File: src/rtl/reset_sequencer.sv
// rtl/reset_sequencer.sv - board reset controller releasing N_DOM domains in order
// Optional PLL lock watchdog enabled by defining RST_SEQ_LOCK_WDOG_EN.
module reset_sequencer #(
    parameter int N_DOM     = 4,
    parameter int HOLD_CYC  = 1024,
    parameter int STAGE_DLY = 16,
    parameter int SOFT_LEN  = 8,
    parameter int LOCK_TMO  = 65535,
    parameter int CNT_W     = 27
) (
    input  logic             clk50,
    input  logic             gse_resetn,
    input  logic             por_n,
    input  logic             pll_lock,
    input  logic             soft_rst_req,
    output logic [N_DOM-1:0] rst_n_out,
    output logic             seq_done,
    output logic [1:0]       rst_cause,
    output logic             lock_fault
);

    localparam int IDX_W = $clog2(N_DOM);

    localparam logic [2:0] ST_HOLD      = 3'd0;
    localparam logic [2:0] ST_WAIT_LOCK = 3'd1;
    localparam logic [2:0] ST_RELEASE   = 3'd2;
    localparam logic [2:0] ST_RUN       = 3'd3;
    localparam logic [2:0] ST_SOFT      = 3'd4;

    localparam logic [1:0] CAUSE_GSE  = 2'b00;
    localparam logic [1:0] CAUSE_POR  = 2'b01;
    localparam logic [1:0] CAUSE_SOFT = 2'b10;
    localparam logic [1:0] CAUSE_LOCK = 2'b11;

    localparam logic [CNT_W-1:0] HOLD_LAST  = CNT_W'(HOLD_CYC - 1);
    localparam logic [CNT_W-1:0] STAGE_LAST = CNT_W'(STAGE_DLY - 1);
    localparam logic [CNT_W-1:0] SOFT_LAST  = CNT_W'(SOFT_LEN - 1);
    localparam logic [CNT_W-1:0] LOCK_LAST  = CNT_W'(LOCK_TMO - 1);
    localparam logic [IDX_W-1:0] IDX_LAST   = IDX_W'(N_DOM - 1);

`ifdef RST_SEQ_LOCK_WDOG_EN
    localparam bit WDOG_EN = 1'b1;
`else
    localparam bit WDOG_EN = 1'b0;
`endif

    logic             por_meta_q, por_s_q;
    logic             lock_meta_q, lock_s_q;
    logic [2:0]       state_q, state_d;
    logic [CNT_W-1:0] cnt_q, cnt_d;
    logic [IDX_W-1:0] idx_q, idx_d;
    logic [N_DOM-1:0] rst_n_q, rst_n_d;
    logic             done_q, done_d;
    logic [1:0]       cause_q, cause_d;
    logic             fault_q, fault_d;
    logic             byp_q, byp_d;
    logic             running;
    logic             lock_abort;

    assign running    = (state_q == ST_RELEASE) || (state_q == ST_RUN);
    // After a watchdog timeout the sequence runs unlocked, so lock loss is ignored until lock is seen
    assign lock_abort = !lock_s_q && !byp_q;

    always_comb begin
        state_d = state_q;
        cnt_d   = cnt_q;
        idx_d   = idx_q;
        rst_n_d = rst_n_q;
        done_d  = done_q;
        cause_d = cause_q;
        fault_d = fault_q;
        byp_d   = byp_q;
        if (lock_s_q) begin
            byp_d = 1'b0;
        end
        if ((state_q != ST_HOLD) && !por_s_q) begin
            state_d = ST_HOLD;
            cnt_d   = '0;
            idx_d   = '0;
            rst_n_d = '0;
            done_d  = 1'b0;
            cause_d = CAUSE_POR;
        end else if (running && lock_abort) begin
            state_d = ST_WAIT_LOCK;
            cnt_d   = '0;
            idx_d   = '0;
            rst_n_d = '0;
            done_d  = 1'b0;
            cause_d = CAUSE_LOCK;
        end else if (running && soft_rst_req) begin
            state_d = ST_SOFT;
            cnt_d   = '0;
            idx_d   = '0;
            rst_n_d = '0;
            done_d  = 1'b0;
            cause_d = CAUSE_SOFT;
        end else begin
            case (state_q)
                ST_HOLD: begin
                    if (!por_s_q) begin
                        cnt_d = '0;
                    end else if (cnt_q == HOLD_LAST) begin
                        cnt_d   = '0;
                        state_d = ST_WAIT_LOCK;
                    end else begin
                        cnt_d = cnt_q + CNT_W'(1);
                    end
                end
                ST_WAIT_LOCK: begin
                    if (lock_s_q) begin
                        cnt_d   = '0;
                        idx_d   = '0;
                        state_d = ST_RELEASE;
                    end else if (WDOG_EN) begin
                        if (cnt_q == LOCK_LAST) begin
                            cnt_d   = '0;
                            idx_d   = '0;
                            fault_d = 1'b1;
                            byp_d   = 1'b1;
                            state_d = ST_RELEASE;
                        end else begin
                            cnt_d = cnt_q + CNT_W'(1);
                        end
                    end
                end
                ST_RELEASE: begin
                    if (cnt_q == STAGE_LAST) begin
                        cnt_d          = '0;
                        rst_n_d[idx_q] = 1'b1;
                        idx_d          = idx_q + IDX_W'(1);
                        if (idx_q == IDX_LAST) begin
                            state_d = ST_RUN;
                            done_d  = 1'b1;
                        end
                    end else begin
                        cnt_d = cnt_q + CNT_W'(1);
                    end
                end
                ST_RUN: begin
                    state_d = ST_RUN;
                end
                ST_SOFT: begin
                    if (cnt_q == SOFT_LAST) begin
                        cnt_d   = '0;
                        state_d = ST_WAIT_LOCK;
                    end else begin
                        cnt_d = cnt_q + CNT_W'(1);
                    end
                end
                default: begin
                    state_d = ST_HOLD;
                    cnt_d   = '0;
                    idx_d   = '0;
                    rst_n_d = '0;
                    done_d  = 1'b0;
                end
            endcase
        end
    end

    always_ff @(posedge clk50 or negedge gse_resetn) begin
        if (!gse_resetn) begin
            por_meta_q  <= 1'b0;
            por_s_q     <= 1'b0;
            lock_meta_q <= 1'b0;
            lock_s_q    <= 1'b0;
            state_q     <= ST_HOLD;
            cnt_q       <= '0;
            idx_q       <= '0;
            rst_n_q     <= '0;
            done_q      <= 1'b0;
            cause_q     <= CAUSE_GSE;
            fault_q     <= 1'b0;
            byp_q       <= 1'b0;
        end else begin
            por_meta_q  <= por_n;
            por_s_q     <= por_meta_q;
            lock_meta_q <= pll_lock;
            lock_s_q    <= lock_meta_q;
            state_q     <= state_d;
            cnt_q       <= cnt_d;
            idx_q       <= idx_d;
            rst_n_q     <= rst_n_d;
            done_q      <= done_d;
            cause_q     <= cause_d;
            fault_q     <= fault_d;
            byp_q       <= byp_d;
        end
    end

    assign rst_n_out  = rst_n_q;
    assign seq_done   = done_q;
    assign rst_cause  = cause_q;
    assign lock_fault = fault_q;

endmodule

File: config.mk
export PLATFORM = sky130hd
export DESIGN_NAME = reset_sequencer
export DESIGN_NICKNAME = d
export VERILOG_FILES = /design/src/rtl/reset_sequencer.sv
export SDC_FILE = /design/constraint.sdc
export NUM_CORES = 1
export LEC_CHECK = 0
export CORE_MARGIN = 3
export CORE_UTILIZATION = 52
export CTS_CLUSTER_DIAMETER = 200
export CTS_CLUSTER_SIZE = 8
export DETAILED_ROUTE_END_ITERATION = 12
export PLACE_DENSITY = 0.81
export SKIP_LAST_GASP = 1
export SLEW_MARGIN = 40
export SYNTH_ARGS = -nofsm -noshare
export SYNTH_HDL_FRONTEND = slang
export SYNTH_SLANG_ARGS = --single-unit
File: constraint.sdc
create_clock -name clk50 -period 4.8 [get_ports clk50]
set_input_delay 0.96 -clock clk50 [delete_from_list [all_inputs] [get_ports clk50]]
set_output_delay 0.96 -clock clk50 [all_outputs]
set_load 0.02 [all_outputs]
==> metrics.md, run 1 <==
| Metric | Value |
|---|---|
| Initial antenna violation count | `0` |
| Grt ovf | `0` |
| First-pass GRT wire length | `8.638 mm` |
| DRC Markers | `0` |
| Cell Area, Synth | `2451 sq um` |
| Pwr Total | `~660 uW` |
| Startpoint Class | `input port` |
| Area post-placement | `2559 sq um` |
| WP data required | `5.01 ns` |
| Area grow syn2layout | `7.708%` |
| Initial core utilization | `0.5515` |
| Layout cells sized above 1 | `0.07609` |
| Area fraction of the dominant cell type after synthesis | `0.4390` |
| Post-route cell area | `between 2000 and 3000 sq um` |
| Routed Wire Length | `4.976 mm` |
| MaxCap Viol Count | `0` |
| Pwr Density | `approximately 250 nW/um^2` |
| Util after Layout | `0.5940` |
| Via Count | `2,012` |
| Maximum vdd ir drop | `around 0.00017 V` |
| Post-Syn Instances | `roughly 270` |
| Post-synthesis sequential area ratio | `0.4390` |
| Largest net degree at the start of global routing | `44` |
| Worst Setup SP | `soft_rst_req` |
| Number of buffers created by CTS | `5` |
| Run status | `finished, final reports clean` |
| Area leader, netlist | `dfrtp_1` |
| Fmax | `0.3312 GHz` |
| # rows | `24` |
| Remaining antenna violation count after routing | `0` |
| First-pass DRT Iterations | `4` |
| Post-synthesis net count | `about 280` |
| Period utilisation layout | `0.6291` |
| Post-CTS Resized | `0` |
| Max Slew Vio Count | `0` |
| Crit end category | `flop` |
| TritonCTS clock tree | `built` |
| Ranking of synthesized cells by area | `dfrtp_1 (44%), a21o_1 (4.6%), nand3_1 (3.9%)` |
| Worst-Margin Slew | `0.7806 ns` |
| H-tree levels | `2` |
| Yosys warns | `0` |
| 1st-iter DRT viols | `between 150 and 200` |
| GRT Total Usage | `0.2026` |
| Clk_skew | `roughly 0.0053 ns` |
| Core Box Area | `roughly 4400 sq um` |
| Worst R2R Setup Slack | `around 2.1 ns` |
| Most numerous cell in the Yosys netlist | `dfrtp_1` |
| Gp weighted congestion | `between 0.8 and 0.9` |
| Min Tclk post-route | `3.020 ns` |
| Fraction of registers with async set/reset | `1.000` |
| EDFF count, synth | `0` |
| Worst reg2reg startpoint | `cnt_q[23]` |
| Hold_buf cts | `0` |
| Worst setup path end | `cnt_q[7]` |
| Clock Path Buffers | `2` |
| Net count, final | `285` |
| Die Wd | `about 75 um` |
| Leak | `0.001184 uW` |
| Final Hold Violating Endpoints | `0` |
| Critical path fanouts, max | `21` |
| Sum of negative setup slack | `0 ns` |
| Setup Crit Path Kind | `in2reg` |
| Register-to-Register Path Depth | `6` |
| Clk_lat worst skew | `0.30 ns` |
| Number of global-route vias before repair | `approximately 1,900` |
| Die ar. | `5573 sq um` |
| Unrepaired setup endpoints after global routing | `no` |
| Antenna cell count | `0` |
| Detailed placement HPWL | `3.320 mm` |
| Seq cells post-synth | `43` |
| Clock slew at reported path FFs | `0.08 ns` |
| Routed len/inst | `15.17 um` |
| Commonest cells in the netlist | `dfrtp_1 (43), nor2_1 (23), nand2_1 (20)` |
| Post-Syn Area per Cell | `9.045 sq um` |
| Critical Path AT | `around 3.2 ns` |
| Ports | `13` |
| Setup violators final | `0` |
| Chip Height | `~75 um` |
| Root buf cell | `clkbuf_8` |
| Hold crit path type | `reg2reg` |
| Clock sink count | `43` |
| Post-synth cell types | `49` |
| Post-CTS Setup Inserts | `0` |
| Number of port buffers | `11` |
| Reg2reg end | `cnt_q[18]` |
| Top_reg_cell synth | `dfrtp_1` |
| Via density | `about 6.1` |
| Rel. slew slack | `0.4796` |
[cells in the final DEF (no fill, tap or decap), drive strengths merged, types with 10 or more instances in the layout]
cell / instances
dfrtp: 43
nor2: 24
nand2: 20
nand3: 19
o21ai: 18
a21o: 15
a21oi: 15
nor3: 12
inv: 11
clkdlybuf4s50: 10
[worst max-delay path, cell delays in order]
cell and delay, ns:
clkdlybuf4s50_1 0.46, nand3b_1 0.19, mux2_2 0.28, or3_1 0.36
o22a_1 0.46, or3_1 0.44, o21ai_0 0.09
[logic make-up after synthesis]
group | Yosys count | share of synthesized area
AND/OR/NAND/NOR | 118 | 0.2659
AO/OA/AOI/OAI | 70 | 0.1848
flip-flops | 43 | 0.4390
buffers and inverters | 26 | 0.04900
multiplexers | 8 | 0.03420
adder cells (fa/ha/maj) | 5 | 0.02552
other | 1 | 0.001530
[routing by layer]
metal,vias to the layer above,global-route usage,wire length (um)
li1,980,-,-
met1,989,0.2864,2466
met3,7,0.04406,193
met4,0,0.09091,85
met5,-,0,0
met2,36,0.2995,2231
[state kept, by name, summed over array words and instances (netlist names)]
signal,count
cnt_q,27
rst_n_out,4
state_q,3
idx_q,2
rst_cause,2
lock_meta_q,1
lock_s_q,1
por_meta_q,1
por_s_q,1
seq_done,1
[final cells by class]
cell class              count  area (sq um)
fillers                   379          1804
multi-input cells         202          1261
flip-flops and latches     43          1076
repair buffers             12         115.1
clock buffers               7         76.32
well taps                  52         65.06
inverters                  11         41.29
clock inverters             1         5.005
[metrics by stage]
stage | hold slack, ns | instances | worst slack [ns]
2_1_floorplan | 0.3312 | 271 | 2.272
3_3_place_gp | 0.3421 | 320 | 1.555
3_5_place_dp | 0.3386 | 320 | 1.501
4_1_cts | 0.3625 | 328 | 1.808
5_1_grt | 0.3667 | 328 | 1.707
6_report | 0.3570 | 328 | 1.780
[where the power goes]
group          internal [uW]  switching, uW
Combinational           21.4           31.3
Clock                    102            122
Sequential               374           14.4
Total                    497            167
[how the worst min path moves through the flow]
stage	end	slack [ns]	start	cells past startpoint
global route	por_s_q	0.37	por_meta_q	0
detailed placement	lock_s_q	0.34	lock_meta_q	0
CTS	por_s_q	0.36	por_meta_q	0
global placement	por_s_q	0.34	por_meta_q	0
finish	por_s_q	0.36	por_meta_q	0
floorplan	lock_s_q	0.33	lock_meta_q	0
Power figures use the tool's default switching activity.
==> inputs of run 2 (changes only) <==
clock period = 2.79 ns   (was 4.8 ns; I/O delays follow)
==> metrics.md, run 2 (synthesis gave the netlist of run 1 again) <==
| Metric | Value |
|---|---|
| Routed len/inst | `14.98 um (-1.3%)` |
| Post-Place Worst Slack | `-0.004719 ns (-1.506 ns)` |
| Run status | `finished, final reports clean` |
| Antenna cell count | `0 (unchanged)` |
| Number of buffers created by CTS | `5 (unchanged)` |
| GRT Total Usage | `0.2037 (+0.001068)` |
| Root buf cell | `clkbuf_8` |
| Fmax | `between 0.4 and 0.5 GHz` |
| Clock sink count | `43 (unchanged)` |
| Clock slew at reported path FFs | `0.08 ns (about the same)` |
| WP data required | `3.00 ns (-2.01 ns)` |
| Grt ovf | `0 (unchanged)` |
| Rel. slew slack | `0.6404 (+0.1607)` |
| Clock Path Buffers | `2 (unchanged)` |
| Worst-Margin Slew | `0.5395 ns (-0.2411 ns)` |
| DP Cell Count | `329 (+2.8%)` |
| Layout cells sized above 1 | `0.1095 (+0.03345)` |
| DRC Markers | `0 (unchanged)` |
| Finished Layout Cells | `335 (+2.1%)` |
| Worst Setup Slack, final | `0.3619 ns (-1.418 ns)` |
| Setup Crit Path Kind | `in2reg` |
| Hold crit path type | `in2async` |
| Ports | `13 (unchanged)` |
| Clk_skew | `0.009262 ns (+0.003945 ns)` |
| Min Tclk post-route | `~2.4 ns` |
| 1st-iter DRT viols | `155 (-3.7%)` |
| Max FFs per register | `27 (unchanged)` |
| Period utilisation layout | `0.8703` |
| Leak | `0.001228 uW (+3.7%)` |
| H-tree levels | `2 (unchanged)` |
| # rows | `24 (unchanged)` |
| Most frequent cells in the layout | `dfrtp_1 (43), nor2_1 (23), nand2_1 (20)` |
| Sum of negative setup slack | `0 ns (unchanged)` |
| Post-CTS Setup Inserts | `0 (unchanged)` |
| Die Wd | `74.66 um (unchanged)` |
| First-pass GRT wire length | `8.769 mm (+1.5%)` |
| Critical path fanouts, max | `10 (-52%)` |
| Max Slew Vio Count | `0 (unchanged)` |
| First-pass DRT Iterations | `4 (unchanged)` |
| Startpoint Class | `input port` |
| Util after Layout | `0.6112 (+0.01717)` |
| Unrepaired setup endpoints after global routing | `no` |
| MaxCap Viol Count | `0 (unchanged)` |
| Number of port buffers | `11 (unchanged)` |
| Crit end category | `flop` |
| Via density | `5.967 (-2.7%)` |
| Setup violators final | `0 (unchanged)` |
| Hold_ws | `0.2447 ns (-0.1123 ns)` |
| Via Count | `1,999 (-0.65%)` |
| Final Hold Violating Endpoints | `0 (unchanged)` |
| Most common cell after layout, fill and taps aside | `dfrtp_1` |
| Chip Height | `74.66 um (unchanged)` |
| Clk_lat worst skew | `0.29 ns (about the same)` |
| Number of global-route vias before repair | `1,839 (-2.0%)` |
| TritonCTS clock tree | `built` |
| Initial antenna violation count | `0 (unchanged)` |
| Die ar. | `5573 sq um (unchanged)` |
| Pwr Density | `415.5 nW/um^2 (+65%)` |
| Routed Wire Length | `5.018 mm (+0.84%)` |
| Net count, final | `294 (+3.2%)` |
| Maximum vdd ir drop | `0.0003646 V (+120%)` |
| Core Box Area | `4444 sq um (unchanged)` |
| Most flop-heavy register | `cnt_q` |
| Initial core utilization | `0.5515 (unchanged)` |
| Remaining antenna violation count after routing | `0 (unchanged)` |
| Critical Path AT | `2.64 ns (-0.59 ns)` |
| Gp weighted congestion | `0.8333 (-2.6%)` |
| Area grow syn2layout | `10.82%` |
| Largest net degree at the start of global routing | `44 (unchanged)` |
| Detailed placement HPWL | `3.480 mm (+4.8%)` |
-- run 2: where the power goes --
part / switching [uW] / internal (uW) / total [uW]
clock network: 200 / 166 / 367
logic: 54.1 / 42.5 / 96.6
registers: 22.3 / 643 / 666
total: 277 / 852 / 1130
-- run 2: area by class of cell --
type | instances | area (sq um)
fillers | 385 | 1728
multi-input cells | 202 | 1262
flip-flops and latches | 43 | 1076
repair buffers | 21 | 195.2
clock buffers | 5 | 68.82
well taps | 52 | 65.06
inverters | 11 | 41.29
clock inverters | 1 | 7.507
-- run 2: routing by layer --
metal | wire [um] | vias up | GRT usage | part of all wire
met5 | 0 | - | 0 | 0
met4 | 50 | 0 | 0.05929 | 0.010
met3 | 221 | 5 | 0.04005 | 0.044
met2 | 2251 | 42 | 0.2995 | 0.45
met1 | 2495 | 948 | 0.3059 | 0.50
li1 | - | 1004 | - | -
-- run 2: through the flow --
stage	cell area (sq um)	power, uW
2_1_floorplan	2451	736.0
3_3_place_gp	2636	772.7
3_5_place_dp	2639	774.6
4_1_cts	2715	1146
5_1_grt	2716	1192
6_report	2716	1129
-- run 2: worst max-delay path, cell delays in order --
cell	delay, ns
clkdlybuf4s50_1	0.42
nand3b_1	0.18
mux2_2	0.28
or3_1	0.34
buf_4	0.16
o22ai_2	0.25
buf_4	0.23
a21oi_1	0.07
mux2i_1	0.16
-- run 2: timing repair --
| action | in CTS | in global routing |
|---|---|---|
| hold buffers | 0 | 0 |
| endpoints found under the setup margin | 0 | 1 |
| gates resized for setup | 0 | 1 |
-- run 2: path summary, 6_finish.rpt --
path | startpoint | endpoint | slack (ns) | cells after the start
setup reg to reg | cnt_q[20] | cnt_q[21] | 0.40 | 6
hold / removal | gse_resetn | cnt_q[22] | 0.24 | 1
max in group asynchronous | gse_resetn | por_s_q | 2.17 | 1
setup / recovery | soft_rst_req | cnt_q[3] | 0.36 | 9
hold reg to reg | por_meta_q | por_s_q | 0.35 | 0
min in group clk50 | por_meta_q | por_s_q | 0.35 | 0
